[src/rtl/diff_vector_harness_if.sv]
// Stimulus stream plus the fan-out/fan-in bus to the two netlists under comparison.
// The harness is the slave; the vector source and DUT pair sit on the master side.
interface diff_vector_harness_if #(
    parameter int IN_W  = 83,
    parameter int OUT_W = 385
);
    logic             stim_valid;
    logic             stim_ready;
    logic [IN_W-1:0]  stim_data;
    logic [IN_W-1:0]  dut_in;
    logic [OUT_W-1:0] y_ref;
    logic [OUT_W-1:0] y_dut;

    modport master (
        output stim_valid, stim_data, y_ref, y_dut,
        input  stim_ready, dut_in
    );
    modport slave (
        input  stim_valid, stim_data, y_ref, y_dut,
        output stim_ready, dut_in
    );
endinterface

[src/rtl/diff_vector_harness.sv]
// Differential equivalence harness: feeds one vector at a time to two netlists,
// compares their outputs after a settle time and signs each output stream.

module dvh_misr #(
    parameter int              W     = 385,
    parameter int              SIG_W = 32,
    parameter logic [SIG_W-1:0] POLY = 32'h04C11DB7
) (
    input  logic             clk_i,
    input  logic             rst_n_i,
    input  logic             clr_i,
    input  logic             en_i,
    input  logic [W-1:0]     y_i,
    output logic [SIG_W-1:0] sig_o
);
    localparam int NCH = (W + SIG_W - 1) / SIG_W;

    logic [NCH*SIG_W-1:0] y_pad;
    logic [SIG_W-1:0]     fold;
    logic [SIG_W-1:0]     sig_q, sig_d;

    // Zero-pad to whole chunks, then XOR-compress to one signature-wide word.
    always_comb begin
        y_pad        = '0;
        y_pad[W-1:0] = y_i;
        fold         = '0;
        for (int c = 0; c < NCH; c++) fold = fold ^ y_pad[c*SIG_W +: SIG_W];
        sig_d = {sig_q[SIG_W-2:0], 1'b0} ^ (sig_q[SIG_W-1] ? POLY : '0) ^ fold;
    end

    always_ff @(posedge clk_i) begin
        if (!rst_n_i || clr_i) sig_q <= '0;
        else if (en_i)         sig_q <= sig_d;
    end

    assign sig_o = sig_q;
endmodule

module diff_vector_harness #(
    parameter int               IN_W   = 83,
    parameter int               OUT_W  = 385,
    parameter int               SIG_W  = 32,
    parameter logic [SIG_W-1:0] POLY   = 32'h04C11DB7,
    parameter int               SETTLE = 1,
    parameter int               CNT_W  = 16
) (
    input  logic                  clk_i,
    input  logic                  rst_n_i,
    input  logic                  start_i,
    input  logic [CNT_W-1:0]      num_vec_i,
    diff_vector_harness_if.slave  bus,
    output logic                  busy_o,
    output logic                  done_o,
    output logic                  mismatch_o,
    output logic [CNT_W-1:0]      mism_count_o,
    output logic [CNT_W-1:0]      first_mism_idx_o,
    output logic [CNT_W-1:0]      vec_count_o,
    output logic [SIG_W-1:0]      sig_ref_o,
    output logic [SIG_W-1:0]      sig_dut_o
);
    localparam int WC_W = (SETTLE > 1) ? $clog2(SETTLE) : 1;

    typedef enum logic [2:0] {S_IDLE, S_LOAD, S_WAIT, S_SAMPLE, S_DONE} state_t;

    state_t           state_q;
    logic             ready_q, busy_q, done_q, mism_q;
    logic [IN_W-1:0]  dut_in_q;
    logic [CNT_W-1:0] num_vec_q, vec_cnt_q, mism_cnt_q, first_q;
    logic [WC_W-1:0]  wait_q;

    logic             run_start, sample_en, fail;
    logic [CNT_W:0]   vec_next;

    assign run_start = start_i && (state_q == S_IDLE || state_q == S_DONE);
    assign sample_en = (state_q == S_SAMPLE);
    assign fail      = (bus.y_ref != bus.y_dut);
    assign vec_next  = {1'b0, vec_cnt_q} + 1'b1;

    always_ff @(posedge clk_i) begin
        if (!rst_n_i) begin
            state_q    <= S_IDLE;
            ready_q    <= 1'b0;
            busy_q     <= 1'b0;
            done_q     <= 1'b0;
            mism_q     <= 1'b0;
            dut_in_q   <= '0;
            num_vec_q  <= '0;
            vec_cnt_q  <= '0;
            mism_cnt_q <= '0;
            first_q    <= '1;
            wait_q     <= '0;
        end else begin
            case (state_q)
                S_IDLE, S_DONE: begin
                    if (start_i) begin
                        num_vec_q  <= num_vec_i;
                        vec_cnt_q  <= '0;
                        mism_cnt_q <= '0;
                        mism_q     <= 1'b0;
                        first_q    <= '1;
                        if (num_vec_i == '0) begin
                            state_q <= S_DONE;
                            done_q  <= 1'b1;
                        end else begin
                            state_q <= S_LOAD;
                            ready_q <= 1'b1;
                            busy_q  <= 1'b1;
                            done_q  <= 1'b0;
                        end
                    end
                end
                S_LOAD: begin
                    if (bus.stim_valid) begin
                        dut_in_q <= bus.stim_data;
                        ready_q  <= 1'b0;
                        wait_q   <= '0;
                        state_q  <= S_WAIT;
                    end
                end
                S_WAIT: begin
                    if (wait_q == WC_W'(SETTLE - 1)) state_q <= S_SAMPLE;
                    else                             wait_q  <= wait_q + 1'b1;
                end
                S_SAMPLE: begin
                    if (fail) begin
                        mism_q <= 1'b1;
                        if (mism_cnt_q != '1) mism_cnt_q <= mism_cnt_q + 1'b1;
                        if (!mism_q)          first_q    <= vec_cnt_q;
                    end
                    vec_cnt_q <= vec_next[CNT_W-1:0];
                    if (vec_next < {1'b0, num_vec_q}) begin
                        state_q <= S_LOAD;
                        ready_q <= 1'b1;
                    end else begin
                        state_q <= S_DONE;
                        busy_q  <= 1'b0;
                        done_q  <= 1'b1;
                    end
                end
                default: state_q <= S_IDLE;
            endcase
        end
    end

    // One signature engine per output bus; index 0 is the reference side.
    logic [1:0][OUT_W-1:0] y_bus;
    logic [1:0][SIG_W-1:0] sig_bus;

    assign y_bus = {bus.y_dut, bus.y_ref};

    for (genvar g = 0; g < 2; g++) begin : g_misr
        dvh_misr #(.W(OUT_W), .SIG_W(SIG_W), .POLY(POLY)) u_misr (
            .clk_i   (clk_i),
            .rst_n_i (rst_n_i),
            .clr_i   (run_start),
            .en_i    (sample_en),
            .y_i     (y_bus[g]),
            .sig_o   (sig_bus[g])
        );
    end

    assign bus.stim_ready   = ready_q;
    assign bus.dut_in       = dut_in_q;
    assign busy_o           = busy_q;
    assign done_o           = done_q;
    assign mismatch_o       = mism_q;
    assign mism_count_o     = mism_cnt_q;
    assign first_mism_idx_o = first_q;
    assign vec_count_o      = vec_cnt_q;
    assign sig_ref_o        = sig_bus[0];
    assign sig_dut_o        = sig_bus[1];
endmodule

[src/flat_wrapper.sv]
// flat-port wrapper written by rule: the top's interface ports become plain ports
module diff_vector_harness_flat 
#(
    parameter int               IN_W   = 83,
    parameter int               OUT_W  = 385,
    parameter int               SIG_W  = 32,
    parameter logic [SIG_W-1:0] POLY   = 32'h04C11DB7,
    parameter int               SETTLE = 1,
    parameter int               CNT_W  = 16
)
  (clk_i, rst_n_i, start_i, num_vec_i, busy_o, done_o, mismatch_o, mism_count_o, first_mism_idx_o, vec_count_o, sig_ref_o, sig_dut_o, bus_stim_valid, bus_stim_data, bus_y_ref, bus_y_dut, bus_stim_ready, bus_dut_in);
  diff_vector_harness_if #(.IN_W(IN_W), .OUT_W(OUT_W)) bus_i ();
  input  logic clk_i;
  input  logic rst_n_i;
  input  logic start_i;
  input  logic [CNT_W-1:0] num_vec_i;
  output logic busy_o;
  output logic done_o;
  output logic mismatch_o;
  output logic [CNT_W-1:0] mism_count_o;
  output logic [CNT_W-1:0] first_mism_idx_o;
  output logic [CNT_W-1:0] vec_count_o;
  output logic [SIG_W-1:0] sig_ref_o;
  output logic [SIG_W-1:0] sig_dut_o;
  input wire logic [$bits(bus_i.stim_valid)-1:0] bus_stim_valid;
  input wire logic [$bits(bus_i.stim_data)-1:0] bus_stim_data;
  input wire logic [$bits(bus_i.y_ref)-1:0] bus_y_ref;
  input wire logic [$bits(bus_i.y_dut)-1:0] bus_y_dut;
  output wire logic [$bits(bus_i.stim_ready)-1:0] bus_stim_ready;
  output wire logic [$bits(bus_i.dut_in)-1:0] bus_dut_in;
  assign bus_i.stim_valid = bus_stim_valid;
  assign bus_i.stim_data = bus_stim_data;
  assign bus_i.y_ref = bus_y_ref;
  assign bus_i.y_dut = bus_y_dut;
  assign bus_stim_ready = bus_i.stim_ready;
  assign bus_dut_in = bus_i.dut_in;
  diff_vector_harness #(.IN_W(IN_W), .OUT_W(OUT_W), .SIG_W(SIG_W), .POLY(POLY), .SETTLE(SETTLE), .CNT_W(CNT_W)) u_core (.clk_i(clk_i), .rst_n_i(rst_n_i), .start_i(start_i), .num_vec_i(num_vec_i), .bus(bus_i), .busy_o(busy_o), .done_o(done_o), .mismatch_o(mismatch_o), .mism_count_o(mism_count_o), .first_mism_idx_o(first_mism_idx_o), .vec_count_o(vec_count_o), .sig_ref_o(sig_ref_o), .sig_dut_o(sig_dut_o));
endmodule
[config.mk]
export PLATFORM = sky130hd
export DESIGN_NAME = diff_vector_harness_flat
export DESIGN_NICKNAME = d
export VERILOG_FILES = /design/src/rtl/diff_vector_harness_if.sv /design/src/rtl/diff_vector_harness.sv /design/src/flat_wrapper.sv
export SDC_FILE = /design/constraint.sdc
export NUM_CORES = 1
export LEC_CHECK = 0
export CELL_PAD_IN_SITES_DETAIL_PLACEMENT = 1
export CELL_PAD_IN_SITES_GLOBAL_PLACEMENT = 1
export CORE_AREA = 2 2 418 420
export DETAILED_ROUTE_END_ITERATION = 10
export DIE_AREA = 0 0 420 422
export HOLD_SLACK_MARGIN = 0.08
export MAX_ROUTING_LAYER = met4
export PLACE_DENSITY = 0.4
export SLEW_MARGIN = 10
export SYNTH_ARGS = -nofsm -noshare
export SYNTH_HDL_FRONTEND = slang
export SYNTH_SLANG_ARGS = --single-unit
[constraint.sdc]
create_clock -name clk_i -period 4.3 [get_ports clk_i]
set_clock_uncertainty 0.15 [all_clocks]
set_input_delay 0.43 -clock clk_i [delete_from_list [all_inputs] [get_ports clk_i]]
set_output_delay 0.43 -clock clk_i [all_outputs]
set_load 0.03 [all_outputs]
## Word-level counts from Yosys, hierarchy flattened

Cells that the tools add are included.

| operators by class | value |
|---|---|
| $add $sub $neg | 3 |
| multiply operators | 0 |
| divide/modulo/power cells | 0 |
| order comparisons | 1 |
| eq/ne operators | 15 |
| shifts and indexed selects | 0 |
| multiplexer cells | 33 |
| bitwise gates (word level) | 28 |
| reductions and logical operators | 21 |

Operator list:

| operator | number |
|---|---|
| $xor 32x32->32 | 24 |
| $ne 385x385->1 | 1 |
| $mux 16 | 6 |
| $pmux 16 s2 | 3 |
| $xor 32x1->32 | 2 |
| $xor 32x27->32 | 2 |
| $mux 27 | 2 |
| $add 16x1->17 const B | 1 |
| $lt 17x16->1 | 1 |
| $add 16x1->16 const B | 1 |
| $logic_not 16->1 | 1 |
| $ne 16x16->1 const B | 1 |
| $mux 3 | 5 |
| $ne 2x2->1 const B | 6 |
| $pmux 3 s4 | 1 |
| $reduce_and 4->1 | 3 |
| $mux 1 | 11 |
| $reduce_and 3->1 | 3 |
| $pmux 1 s2 | 4 |
| $reduce_and 2->1 | 4 |
| $eq 3x2->1 const B | 2 |
| $ne 2x1->1 const B | 3 |
| $reduce_and 5->1 | 1 |
| $reduce_bool 2->1 | 2 |
| other kinds (10) | 11 |

| word-level totals | value |
|---|---|
| register bits | 219 |
| latch bits | 0 |
| memory bits (writable) | 0 |
| memory bits (read-only) | 0 |
| bits of input ports | 873 |
| output and inout bits | 199 |
| logic and storage cells | 114 |
| memories kept | 0 |

## Logic depth before layout (Yosys ltp)

| logic depth | value |
|---|---|
| depth after elaboration | 13 |
| gate-level depth with buffers | 16 |
| mapped depth without buffers | 15 |

## Modules after synthesis

Synthesis repeated with hierarchy kept, for this count alone.

| second synthesis, totals | value |
|---|---|
| cells, all modules | 2171 |
| area, all modules | 20528.4 um^2 |

Modules (own cells, without submodules):

| module | instances | cells an instance | area an instance (um^2) | sequential area each (um^2) |
|---|---|---|---|---|
| diff_vector_harness | 1 | 1321 | 10573.9 | 3083.0 |
| dvh_misr | 2 | 425 | 4977.3 | 640.6 |

## Least setup slack after synthesis

Ideal clock, no wire load.

| path | value |
|---|---|
| kind | register -> register |
| from | register u_core.vec_cnt_q[0], in the netlist u_core.vec_count_o[0] |
| to | register u_core.done_q, in the netlist u_core.done_o |
| setup time | 0.122 ns |
| arrival time | 3.446 ns |
| required time | 4.028 ns |
| path slack | 0.583 ns |
| cell stages (with the launch flop) | 16 |
| buffers on the path | 1 |
| period minus slack after synthesis | 3.717 ns |
| cells stage by stage | dfxtp_1 ha_1 nand3_1 or3_1 clkbuf_1 nor2_1 nand3_1 nor2_1 xor2_1 ha_1 a21o_1 a21oi_1 o21ai_0 nor3_1 nor2_1 o311a_1 |

| between the ends | value |
|---|---|
| cells in the longest elaborated chain, start to end | 4 |

RTL lines:

| element | line | source |
|---|---|---|
| from (decl) | diff_vector_harness.sv:68 | `logic [CNT_W-1:0] num_vec_q, vec_cnt_q, mism_cnt_q, first_q;` |
| from (signal assigned) | diff_vector_harness.sv:130 | `vec_cnt_q <= vec_next[CNT_W-1:0];` |
| $add 16x1->17 | diff_vector_harness.sv:77 | `assign vec_next = {1'b0, vec_cnt_q} + 1'b1;` |
| $lt 17x16->1 | diff_vector_harness.sv:131 | `if (vec_next < {1'b0, num_vec_q}) begin` |
| $ne 2x2->1 (no source line) | -- |  |
| $reduce_and 3->1 (no source line) | -- |  |
| to (signal assigned) | diff_vector_harness.sv:84 | `done_q <= 1'b0;` |
| to (signal assigned) | diff_vector_harness.sv:103 | `done_q <= 1'b1;` |
| to (signal assigned) | diff_vector_harness.sv:137 | `done_q <= 1'b1;` |
| to (decl) | diff_vector_harness.sv:66 | `logic ready_q, busy_q, done_q, mism_q;` |

No other way between the ends.
A chain may end at the register's enable or synchronous reset.

## Worst setup path in the final report

Same ends and word-level chain as after synthesis.

==> results.txt <==
outcome: completed
sequential area share after synthesis: 21.3%
CTS tree: yes
NumNets Final: 4511
Final Slew Violations: 0
Post-DP Area: 35000 sq um
max cap viols: 0
CP Launch Type: flop
f_max: 256 MHz
pwr/cell area: 278 nW/um^2
number of fill cells in the layout: 20334
final period utilization: 90.8%
final setup violation count: 0
count of flip-flops with a built-in enable after synthesis: 0
final setup TNS: 0 ns
Max IR drop VDD: 0.204 mV
slew margin rel.: 19.3%
wire length per cell: 31.3 microns
num rows: 153
RSZ-0062 raised after global routing: false
top-count cell post-synth: xnor2_1
static leakage: 11.8 nW
GRT overflow: 0
most common library cells after synthesis: 766 x xnor2_1, 426 x xor2_1, 302 x nand2_1
FF/Latch Area: 4360 sq um
CP max FO: 5
clk_lat worst skew: 0.59 ns
core area: 173000 sq um
routed vias: 22310
CP arrival: 4.24 ns
Die Area: 177000 sq um
Crit. End Element: flop
setup repair bufs after CTS: 0
Multi-input gate area: 15800 sq um
Yosys reg bits: 218
Initial Util: 11.9%
share of Yosys cell area claimed by the top area cell type: 32.7%
Mapped Nets: 3347
Clock Sinks: 218
top cells by area, synth: xnor2_1 33%, dfxtp_1 21%, xor2_1 18%
Final Util: 21.0%
Die H: 422 microns
Non-Filler Instances: 6019
cts hold-fix bufs: 0
Synth Instances: 2457
largest net degree at the start of global routing: 85
Finished Cell Area: 36400 sq um
Ys Warns: 0
critical path class: flop to flop
gr usage total: 21.2%
drt total wl: 189000 microns
CTS max path bufs: 3
antenna violations before repair: 77
Top Ports: 1072
Fin. Hold Viols: 0
fraction of registers with async set/reset: 0%
Die X: 420 microns
Clock Tree Root: clkbuf_16
DR iter-0 viols: 742
ys flop type: dfxtp_1
H-tree Lvls: 2
synthesized area per cell: 8.35 sq um
Via density: 3.71
Worst Tran Pin Value: 1.20 ns
DP HPWL: 172000 microns
post-CTS sizing: 0
Critical Path RT: 4.63 ns
CTS Buf Count: 36
Area Growth Syn to Fin: 77.3%
vias in the first global route: 24635
global-route wire length before repair: 240000 microns
GPL Wtd Cong: 0.944
Synth Cell Area: 20500 sq um
IO buf count: 1071
Routed Antenna Nets: 0
Initial DRT Pass Iterations: 5
Cell variety after synth: 52
largest area contributor in the netlist: xnor2_1
Hold Path Class: primary input to flop
layout cells sized above 1: 6.14%
minimum clock period: 3.91 ns
Placed Instances: 5908
DR DRC count: 0
Reg clk slew, reported paths: 0.07 ns
==> layout make-up <==
class | count | area share (%)
multi-input cells | 2134 | 43.6
clock buffers | 50 | 2.90
flip-flops and latches | 218 | 12.0
clock inverters | 15 | 0.526
diodes | 46 | 0.316
repair buffers | 1207 | 32.5
inverters | 24 | 0.248
well taps | 2325 | 8.00
==> cell families (layout without fill, tap and decap cells) <==
kind of cell               after synthesis  after routing  synth area share, %
DFF                                    218            218                 21.3
adders and majority gates               17             17                 1.04
buffers and inverters                  105           1296                 2.10
AOI/OAI and AO/OA                      259            259                 8.66
and+or+nand+nor                        664            664                 16.0
other                                    0             46                    0
xor gates and xnor gates              1193           1193                 50.9
muxes                                    1              1               0.0488
==> registers in the layout (all words and copies together) (netlist names), 3 cells and up <==
register and flops:
u_core.g_misr.u_misr.sig_o 64, u_core.state_q 3, u_core.mism_count_o 16, u_core.vec_count_o 16
u_core.first_mism_idx_o 16, u_core.bus.dut_in 83, u_core.num_vec_q 16
==> placed cells by master (no fill, tap or decap), types with 7 or more instances in the layout <==
| master | instances |
|---|---|
| or4_1 | 10 |
| a211oi_1 | 29 |
| ha_1 | 17 |
| xnor2_1 | 766 |
| nor2b_1 | 22 |
| o311ai_0 | 7 |
| o21ai_0 | 30 |
| nor2_1 | 54 |
| dfxtp_1 | 218 |
| nor3_1 | 9 |
| nand4b_1 | 8 |
| buf_4 | 131 |
| a21boi_0 | 101 |
| a21oi_1 | 54 |
| nor4_1 | 88 |
| diode_2 | 46 |
| nand2_1 | 301 |
| xor2_1 | 426 |
| nor4_2 | 15 |
| nand3_1 | 50 |
| inv_1 | 24 |
| clkbuf_8 | 10 |
| clkdlybuf4s50_1 | 1070 |
| nand4_1 | 63 |
| clkbuf_16 | 36 |
==> report_power, final <==
| group | total (mW) | switching [mW] | internal [mW] | leakage, nW |
|---|---|---|---|---|
| combinational | 4.77 | 2.65 | 2.13 | 9.44 |
| clock | 3.17 | 1.27 | 1.91 | 0.620 |
| sequential | 2.18 | 0.0702 | 2.11 | 1.77 |
==> worst paths after layout <==
path,from,to,slack (ns),cells past startpoint
worst max-delay path,u_core.vec_count_o[0],u_core.done_o,0.39,15
worst min-delay path,bus_stim_data[12],u_core.bus.dut_in[12],0.24,3
worst max register to register,u_core.vec_count_o[0],u_core.done_o,0.39,15
worst min register to register,u_core.bus.dut_in[61],u_core.bus.dut_in[61],0.31,2
==> stage by stage <==
| stage | worst slack, ns | power [mW] | hold WS [ns] |
|---|---|---|---|
| final | 0.395 | 10.1 | 0.239 |
| after global routing | 0.0522 | 10.6 | 0.199 |
| after CTS | 0.347 | 10.5 | 0.155 |
| after detailed placement | -0.166 | 7.12 | 0.307 |
| after global placement | -0.991 | 7.12 | 0.301 |
| after floorplan | 0.583 | 4.31 | 0.291 |
==> routing by layer <==
metal,GRT usage (%),wire [microns],up-vias
li1,-,-,10586
met1,19.5,63600,10782
met2,42.9,109000,759
met3,4.86,10600,183
met4,5.05,5530,0
met5,-,0,-
==> critical path, stage by stage (launching register included) <==
cell and delay (ns):
dfxtp_1 0.33, ha_1 0.28, nand3_1 0.17, or3_1 0.48, nor2_1 0.25, nand3_1 0.24, nor2_1 0.20, xor2_1 0.22
ha_1 0.29, a21o_1 0.16, a21oi_1 0.12, o21ai_0 0.10, nor3_1 0.24, buf_4 0.18, nor2_1 0.08, o311a_1 0.32
Power figures use the tool's default switching activity.
